## config.mk

```make
export PLATFORM = sky130hd
export DESIGN_NAME = ram_stream_reader
export DESIGN_NICKNAME = d
export VERILOG_FILES = /design/src/rtl/ram_stream_reader_pkg.sv /design/src/rtl/ram_stream_reader_stream_buf2.sv /design/src/rtl/ram_stream_reader.sv
export SDC_FILE = /design/constraint.sdc
export NUM_CORES = 1
export LEC_CHECK = 0
export ABC_CLOCK_PERIOD_IN_PS = 3700
export BUFFER_PORTS_ARGS = -buffer_cell sky130_fd_sc_hd__clkbuf_2
export CORE_MARGIN = 2
export CORE_UTILIZATION = 55
export DETAILED_ROUTE_END_ITERATION = 12
export PLACE_DENSITY = 0.8
export SLEW_MARGIN = 10
export SYNTH_ARGS = -nofsm -noshare
export SYNTH_HDL_FRONTEND = slang
export SYNTH_HIERARCHICAL = 1
export SYNTH_SLANG_ARGS = --single-unit
```

## constraint.sdc

```tcl
create_clock -name clock -period 3.7 [get_ports clock]
set_input_delay 0.925 -clock clock [delete_from_list [all_inputs] [get_ports clock]]
set_output_delay 0.925 -clock clock [all_outputs]
set_load 0.005 [all_outputs]
```

## src/rtl/ram_stream_reader_pkg.sv

```systemverilog
// Shared definitions for ram_stream_reader: address-width helper and FSM state encoding.
package ram_stream_reader_pkg;

   function automatic int clog2(input int value);
      int result;
      result = 0;
      while ((1 << result) < value) result++;
      return result;
   endfunction

   typedef enum logic [1:0] {
      ST_IDLE  = 2'd0,
      ST_READ  = 2'd1,
      ST_DRAIN = 2'd2
   } state_t;

endpackage

```

## src/rtl/ram_stream_reader_stream_buf2.sv

```systemverilog
// Two-entry valid/ready FIFO with registered outputs; head entry drives the stream directly.
module ram_stream_reader_stream_buf2 #(
   parameter int WIDTH = 9
) (
   input  logic             clock,
   input  logic             reset,
   input  logic             i_push,
   input  logic [WIDTH-1:0] i_data,
   input  logic             i_ready,
   output logic             o_valid,
   output logic [WIDTH-1:0] o_data,
   output logic [1:0]       o_count
);

   logic             r_head_valid;
   logic             r_tail_valid;
   logic [WIDTH-1:0] r_head;
   logic [WIDTH-1:0] r_tail;
   logic             w_pop;

   assign w_pop = r_head_valid & i_ready;

   // NOTE: data registers are reset as well, because the stream data output must read 0 in reset.
   always_ff @(posedge clock or posedge reset) begin
      if (reset) begin
         r_head_valid <= 1'b0;
         r_tail_valid <= 1'b0;
         r_head       <= '0;
         r_tail       <= '0;
      end else if (w_pop || !r_head_valid) begin
         // Head slot is free next cycle: refill from tail first, then from the incoming word.
         if (r_tail_valid) begin
            r_head       <= r_tail;
            r_head_valid <= 1'b1;
            r_tail_valid <= i_push;
            if (i_push) r_tail <= i_data;
         end else begin
            r_head_valid <= i_push;
            if (i_push) r_head <= i_data;
         end
      end else if (i_push) begin
         r_tail_valid <= 1'b1;
         r_tail       <= i_data;
      end
   end

   assign o_valid = r_head_valid;
   assign o_data  = r_head;
   assign o_count = {r_head_valid & r_tail_valid, r_head_valid ^ r_tail_valid};

   a_no_overflow: assert property (@(posedge clock) disable iff (reset)
      !(i_push && r_tail_valid && !w_pop));

endmodule

```

## src/rtl/ram_stream_reader.sv

```systemverilog
// RAM read-side stream master: reads `length` words from `start_addr` into a valid/ready stream.
// Define RAM_STREAM_READER_WRAP_EN for circular addressing; otherwise transfers stop at the last RAM word.
module ram_stream_reader
   import ram_stream_reader_pkg::*;
#(
   parameter int WORD_SIZE = 8,
   parameter int RAM_SIZE  = 640,
   parameter int LEN_BITW  = 16,
   parameter int ADDR_BITW = clog2(RAM_SIZE)
) (
   input  logic                 clock,
   input  logic                 reset,
   input  logic                 start,
   input  logic [ADDR_BITW-1:0] start_addr,
   input  logic [LEN_BITW-1:0]  length,
   output logic                 busy,
   output logic                 done,
   output logic [ADDR_BITW-1:0] rd_addr,
   input  logic [WORD_SIZE-1:0] rd_data,
   output logic                 out_valid,
   input  logic                 out_ready,
   output logic [WORD_SIZE-1:0] out_data,
   output logic                 out_last
);

   localparam logic [ADDR_BITW-1:0] LAST_ADDR = ADDR_BITW'(RAM_SIZE - 1);

   state_t               r_state;
   state_t               w_state_nxt;
   logic [LEN_BITW-1:0]  r_remaining;
   logic [ADDR_BITW-1:0] r_rd_addr;
   logic                 r_inflight;
   logic                 r_inflight_last;
   logic                 r_done;
   logic                 w_done_nxt;
   logic                 w_issue;
   logic                 w_issue_last;
   logic                 w_at_end;
   logic                 w_pop;
   logic [1:0]           w_count;
   logic [2:0]           w_occ;
   logic                 w_buf_valid;
   logic                 w_buf_last;
   logic [WORD_SIZE-1:0] w_buf_data;

   assign w_pop    = w_buf_valid & out_ready;
   // Occupancy after this cycle's pop; a new read may only be issued if it still fits.
   assign w_occ    = {2'b00, r_inflight} + {1'b0, w_count} - {2'b00, w_pop};
   assign w_issue  = (r_state == ST_READ) && (r_remaining != '0) && (w_occ < 3'd2);
   assign w_at_end = (r_rd_addr == LAST_ADDR);

`ifdef RAM_STREAM_READER_WRAP_EN
   assign w_issue_last = (r_remaining == LEN_BITW'(1));
`else
   assign w_issue_last = (r_remaining == LEN_BITW'(1)) || w_at_end;
`endif

   // NOTE: defaults are assigned first so every path drives every output and no latch is inferred.
   always_comb begin
      w_state_nxt = r_state;
      w_done_nxt  = 1'b0;
      case (r_state)
         ST_IDLE: begin
            if (start) begin
               if (length != '0) w_state_nxt = ST_READ;
               else              w_done_nxt  = 1'b1;
            end
         end
         ST_READ: begin
            if (w_issue && w_issue_last) w_state_nxt = ST_DRAIN;
         end
         ST_DRAIN: begin
            if (w_pop && w_buf_last) begin
               w_state_nxt = ST_IDLE;
               w_done_nxt  = 1'b1;
            end
         end
         default: w_state_nxt = ST_IDLE;
      endcase
   end

   // NOTE: sequential state uses non-blocking assignments so all registers update from pre-edge values.
   always_ff @(posedge clock or posedge reset) begin
      if (reset) begin
         r_state         <= ST_IDLE;
         r_remaining     <= '0;
         r_rd_addr       <= '0;
         r_inflight      <= 1'b0;
         r_inflight_last <= 1'b0;
         r_done          <= 1'b0;
      end else begin
         r_state         <= w_state_nxt;
         r_done          <= w_done_nxt;
         r_inflight      <= w_issue;
         r_inflight_last <= w_issue & w_issue_last;
         if (r_state == ST_IDLE && start) begin
            r_rd_addr   <= start_addr;
            r_remaining <= length;
         end else if (w_issue) begin
            r_remaining <= w_issue_last ? '0 : r_remaining - LEN_BITW'(1);
            if (!w_at_end) begin
               r_rd_addr <= r_rd_addr + ADDR_BITW'(1);
            end
`ifdef RAM_STREAM_READER_WRAP_EN
            else begin
               r_rd_addr <= '0;
            end
`endif
         end
      end
   end

   ram_stream_reader_stream_buf2 #(
      .WIDTH(WORD_SIZE + 1)
   ) u_buf (
      .clock  (clock),
      .reset  (reset),
      .i_push (r_inflight),
      .i_data ({r_inflight_last, rd_data}),
      .i_ready(out_ready),
      .o_valid(w_buf_valid),
      .o_data ({w_buf_last, w_buf_data}),
      .o_count(w_count)
   );

   assign busy      = (r_state != ST_IDLE);
   assign done      = r_done;
   assign rd_addr   = r_rd_addr;
   assign out_valid = w_buf_valid;
   assign out_data  = w_buf_data;
   assign out_last  = w_buf_last;

endmodule
```

Yosys cells after proc, flatten, opt, wreduce, memory -nomap -nowiden --
Index checks and enable logic that the tools add are counted.
Storage, ports and cells: bits of input ports 38, memories 0, bits in latches 0, memory bits (writable) 0, flip-flop bits (word level) 51, bits in read-only memories 0
Operators by class: divide/modulo/power cells 0, mux-type cells 24, eq/ne operators 10, add/subtract/negate cells 4, reduce and logical (&&, ||, !) cells 18, $lt $le $gt $ge 1, bitwise gates (word level) 4, shift operators 0, $mul 0
Operator list (number):
- $mux 16 | 3
- $mux 9 | 5
- $reduce_bool 16->1 | 2
- $mux 10 | 3
- $eq 16x1->1 const B | 1
- $sub 16x1->16 const B | 1
- $add 10x1->10 const B | 1
- $eq 10x10->1 const B | 1
- $mux 2 | 4
- $reduce_bool 2->1 | 4
- $mux 1 | 7
- $ne 2x1->1 const B | 3
- $ne 2x2->1 const B | 3
- $pmux 2 s3 | 1
- $logic_and 1x1->1 | 5
- $reduce_and 2->1 | 2
- $reduce_and 4->1 | 1
- $add 1x2->3 | 1
- $and 1x1->1 | 3
- $lt 3x2->1 const B | 1
- $sub 3x1->3 | 1
- $eq 2x1->1 const B | 1
- $eq 2x2->1 const B | 1
- $logic_not 2->1 | 1
- 4 further kinds | 5

Logic depth before layout (Yosys ltp) --
depth in word-level cells 8, mapped depth 13, mapped depth without buffers 11

Hierarchy --
Netlist, hierarchy kept.
By module, submodules not included:
- ram_stream_reader | instances 1, seq. area each 775.7 um^2, area each 2094.5 um^2, cells an instance 231
- ram_stream_reader_stream_buf2 | instances 1, seq. area each 500.5 um^2, area each 972.2 um^2, cells an instance 56

Worst setup path before layout --
No wires, ideal clock.
kind input-to-reg, start input out_ready, end register r_rd_addr[3], in the netlist rd_addr[3], required time 3.631 ns, data arrival time 3.046 ns, path slack 0.585 ns, cell stages on the path 10, path through and2_1 > ha_1 > nand2b_1 > fa_1 > xnor2_1 > and4b_1 > buf_2 > nand3_2 > or4_1 > nand3_1
On the way: longest elaborated chain between the ends 6
RTL lines:
- start, declared | line ram_stream_reader.sv:21 | input logic out_ready,
- $and 1x1->1 | line ram_stream_reader.sv:46 | assign w_pop = w_buf_valid & out_ready;
- $sub 3x1->3 | line ram_stream_reader.sv:48 | assign w_occ = {2'b00, r_inflight} + {1'b0, w_count} - {2'b00, w_pop};
- $lt 3x2->1 | line ram_stream_reader.sv:49 | assign w_issue = (r_state == ST_READ) && (r_remaining != '0) && (w_occ < 3'd2);
- $logic_and 1x1->1 | line ram_stream_reader.sv:49
- $reduce_bool 2->1 (no line)
- $reduce_and 2->1 (no line)
- end signal, assigned | line ram_stream_reader.sv:97 | r_rd_addr <= start_addr;
- end signal, assigned | line ram_stream_reader.sv:102 | r_rd_addr <= r_rd_addr + ADDR_BITW'(1);
- end, declared | line ram_stream_reader.sv:31 | logic [ADDR_BITW-1:0] r_rd_addr;
No other way between the ends. A chain may end at the register's enable or synchronous reset.

Final worst setup path --
start input out_ready, end register r_remaining[2]
On the way: longest elaborated chain between the ends 5
RTL lines:
- $and 1x1->1 | line ram_stream_reader.sv:46
- $sub 3x1->3 | line ram_stream_reader.sv:48
- $lt 3x2->1 | line ram_stream_reader.sv:49
- $logic_and 1x1->1 | line ram_stream_reader.sv:49
- $reduce_bool 2->1 (no line)
- end signal, assigned | line ram_stream_reader.sv:98 | r_remaining <= length;
- end signal, assigned | line ram_stream_reader.sv:100 | r_remaining <= w_issue_last ? '0 : r_remaining - LEN_BITW'(1);
- end, declared | line ram_stream_reader.sv:30 | logic [LEN_BITW-1:0] r_remaining;
No other way between the ends.

==> metrics.md <==
| Metric | Value |
|---|---|
| FF-to-FF path depth | `11` |
| RSZ-0062 raised after global routing | `no` |
| Worst slew pin tran | `0.9343 ns` |
| Max transition margin | `37.72%` |
| CTS root buf | `clkbuf_8` |
| Crit path top cell by count | `o211ai_1` |
| TritonCTS Buffers | `5` |
| WL/cell | `15.97 µm` |
| Avg Inst Size Synth | `10.69 µm²` |
| Layout area overhead | `14.32%` |
| Post-synth EDFFs | `0` |
| Hold Buf Count CTS | `0` |
| Slowest cell delay on critical path | `0.39 ns` |
| Largest family of logic cells by synthesized area | `simple AND/OR/NAND/NOR gates` |
| Yosys warnings | `6` |
| DRT antenna net count | `0` |
| Critical path depth in cells | `11` |
| Site row count | `27` |
| Power Density | `949.8 nW/µm²` |
| Worst path slowest cell | `fa_1` |
| Netlist cell types | `64` |
| I/O pin count | `60` |
| DIE WIDTH | `78.67 µm` |
| Initial DRC count | `130` |
| Antenna fix cells | `0` |
| Crit end category | `flip-flop` |
| Post-DP HPWL | `4875 µm` |
| Yosys reg bits | `51` |
| Worst-path maximum fanout | `14` |
| Synthesized-area fraction occupied by adder cells | `3.427%` |
| Cells after DPL | `408` |
| Worst vdd rail ir drop | `0.5857 mV` |
| DR pass1 iterations | `4` |
| Largest net degree at the start of global routing | `32` |
| CTS tree | `built` |
| Syn_nets | `332` |
| Top FF cell, synth | `dfrtp_1` |
| Htree depth | `2` |
| Initial Util | `56.38%` |
| Hold Crit Class | `reg -> reg` |
| Asr flop ratio synth | `100.0%` |
| Synth Instances | `287` |
| First-pass GRT wire length | `11320 µm` |
| Final worst-path cycle share | `87.26%` |
| Die Y | `78.67 µm` |
| Worst-path clk slew | `0.10 ns` |
| Post-route setup TNS | `0 ns` |
| Buf/Inv on CP | `2` |
| Sequential share of the synthesized area | `41.62%` |
| Skew final | `0.01460 ns` |
| # DRC | `0` |
| Crit path launch type | `input port` |
| Die area | `6189 µm²` |
| Max Cap Viol | `0` |
| Final hold violation count | `0` |
| Core box area | `5439 µm²` |
| Clock Sinks | `51` |
| Worst hold stages | `1` |
| Final min period | `3.229 ns` |
| Max Buffers Root-to-Sink | `2` |
| Port Buffer Count | `59` |
| GRT Total Usage | `23.15%` |
| Leakage | `1.534 nW` |
| Grt total ovfl | `0` |
| Max-slew violations | `0` |
| Via count | `2483` |
| Initial antenna violation count | `0` |
| # setup viols final | `0` |
| Post-route insts no fill | `416` |
| Synthesized area | `3067 µm²` |
| Global placer's final weighted congestion | `0.9147` |
| CP top delay family | `simple AND/OR/NAND/NOR gates` |
| Nets | `388` |
| Clk_lat worst skew | `0.32 ns` |
| Worst path arrival time | `3.42 ns` |
| Xor/xnor cell area share of the yosys netlist | `1.428%` |
| Setup CP Type | `in -> reg` |
| Vias in the first global route | `2330` |
| Cell Chain, Critical Path | `clkbuf_2 -> and2_1 -> ha_1 -> nand2b_1 -> fa_1 -> xnor2_1 -> and4b_1 -> nand2_2 -> buf_4 -> o211ai_1 -> o211ai_1` |
| Synth Area in Compound Gates | `14.61%` |
| Setup bufs post-CTS | `0` |
| Worst EP required | `3.89 ns` |
| Mux contribution to synthesized area | `13.79%` |
| Share of layout cells above drive strength 1 | `34.30%` |
| Achievable clock frequency | `309.7 MHz` |
| Mean number of vias per cell | `5.969` |
| Status | `complete, no violations` |
| Post-synthesis simple-gate area fraction | `21.54%` |
| Drt total wl | `6642 µm` |
| CTS resizes | `0` |
-- state kept, by name, summed over array words and instances (netlist names) --
register,count
u_buf/r_tail,9
u_buf/o_data,9
done,1
r_remaining,16
r_inflight,1
rd_addr,10
u_buf/o_valid,1
r_inflight_last,1
r_state,2
u_buf/r_tail_valid,1
-- through the flow --
step | hold slack [ns] | instance area [µm²] | power [mW] | utilization, % | setup WS, ns
CTS | 0.5206 | 3506 | 3.335 | 64.46 | 0.4802
global route | 0.5387 | 3506 | 3.585 | 64.46 | 0.2892
global placement | 0.4867 | 3391 | 2.844 | 62.34 | 0.3075
finish | 0.5157 | 3506 | 3.330 | 64.46 | 0.4714
floorplan | 0.4651 | 3067 | 2.526 | - | 0.5846
detailed placement | 0.4968 | 3391 | 2.922 | 62.34 | 0.1508
-- routing by layer --
layer	global-route usage [%]	share of wire, %	vias up
met5	0	0	-
met2	36.24	48	86
li1	-	-	1185
met1	31.99	45	1200
met3	3.448	5.8	12
met4	10.00	1.4	0
-- cell usage after synthesis, types with 6 or more instances --
library cell,count,area (µm²)
o21ai_1,17,85.08
a21oi_1,11,55.05
dfrtp_1,51,1276
mux2_2,10,112.6
nand2_1,24,90.09
nand3_1,7,35.03
nor2_1,16,60.06
inv_1,6,22.52
nor4_1,7,43.79
mux2_4,18,270.3
ha_1,6,75.07
nand4_1,6,37.54
-- logic make-up after synthesis --
logic type                 count (synthesis)
muxes                                     32
DFF                                       51
buffers and inverters                     20
and+or+nand+nor                          105
AOI/OAI and AO/OA                         66
adders and majority gates                  8
xor gates and xnor gates                   5
-- path summary, 6_finish.rpt --
| kind | from | slack (ns) | end |
|---|---|---|---|
| max | out_ready | 0.47 | r_remaining[2]$_DFFE_PP0P_ |
| max in group asynchronous | reset | 2.53 | u_buf/r_tail[0]$_DFFE_PP0P_ |
| min reg2reg | r_inflight_last$_DFF_PP0_ | 0.52 | u_buf/r_tail[8]$_DFFE_PP0P_ |
| min in group asynchronous | reset | 0.67 | r_remaining[6]$_DFFE_PP0P_ |
| max reg2reg | u_buf/o_valid$_DFFE_PP0P_ | 0.63 | r_remaining[2]$_DFFE_PP0P_ |
| min | r_inflight_last$_DFF_PP0_ | 0.52 | u_buf/r_tail[8]$_DFFE_PP0P_ |
-- worst reg2reg max path, stage by stage, from the launching register on --
cell and delay (ns):
dfrtp_1 0.42, ha_1 0.29, inv_1 0.04, ha_1 0.27, nand2b_1 0.16, fa_1 0.39, xnor2_1 0.22, and4b_1 0.39
nand2_2 0.25, buf_4 0.24, o211ai_1 0.18, o211ai_1 0.12
-- power breakdown --
part	total, mW	internal (mW)	switching (mW)
Combinational	1.84	0.812	1.03
Clock	0.406	0.204	0.202
Sequential	1.08	0.820	0.261
Total	3.33	1.84	1.49
-- area by class of cell --
class / instances / area (µm²)
multi-input cells: 216 / 1680
well taps: 72 / 90.09
repair buffers: 62 / 317.8
flip-flops and latches: 51 / 1276
clock buffers: 5 / 68.82
fillers: 455 / 1933
inverters: 7 / 26.28
clock inverters: 3 / 46.29
-- cells in the final DEF (no fill, tap or decap), types with 3 or more instances in the layout --
cell | synthesis | layout
o21ai_0 | 4 | 4
inv_1 | 6 | 6
nand2b_1 | 4 | 4
and2_1 | 3 | 3
dfrtp_1 | 51 | 51
a21oi_1 | 11 | 11
o211ai_1 | 5 | 5
a22oi_1 | 5 | 5
buf_4 | 0 | 3
a32oi_1 | 3 | 3
mux2_4 | 18 | 18
mux2_2 | 10 | 10
mux2i_1 | 4 | 4
nand2_1 | 24 | 24
nor2_1 | 16 | 16
and4_1 | 3 | 3
clkbuf_2 | 0 | 59
a211oi_1 | 4 | 4
clkbuf_8 | 0 | 5
nand3_1 | 7 | 7
a31oi_1 | 5 | 5
ha_1 | 6 | 6
o21ai_1 | 17 | 17
or2_2 | 3 | 3
nand4_1 | 6 | 6
nor4_1 | 7 | 7
nor3_1 | 3 | 3
or3_1 | 4 | 4
xnor2_1 | 3 | 3
No activity file was read; power rests on OpenSTA's default activity.
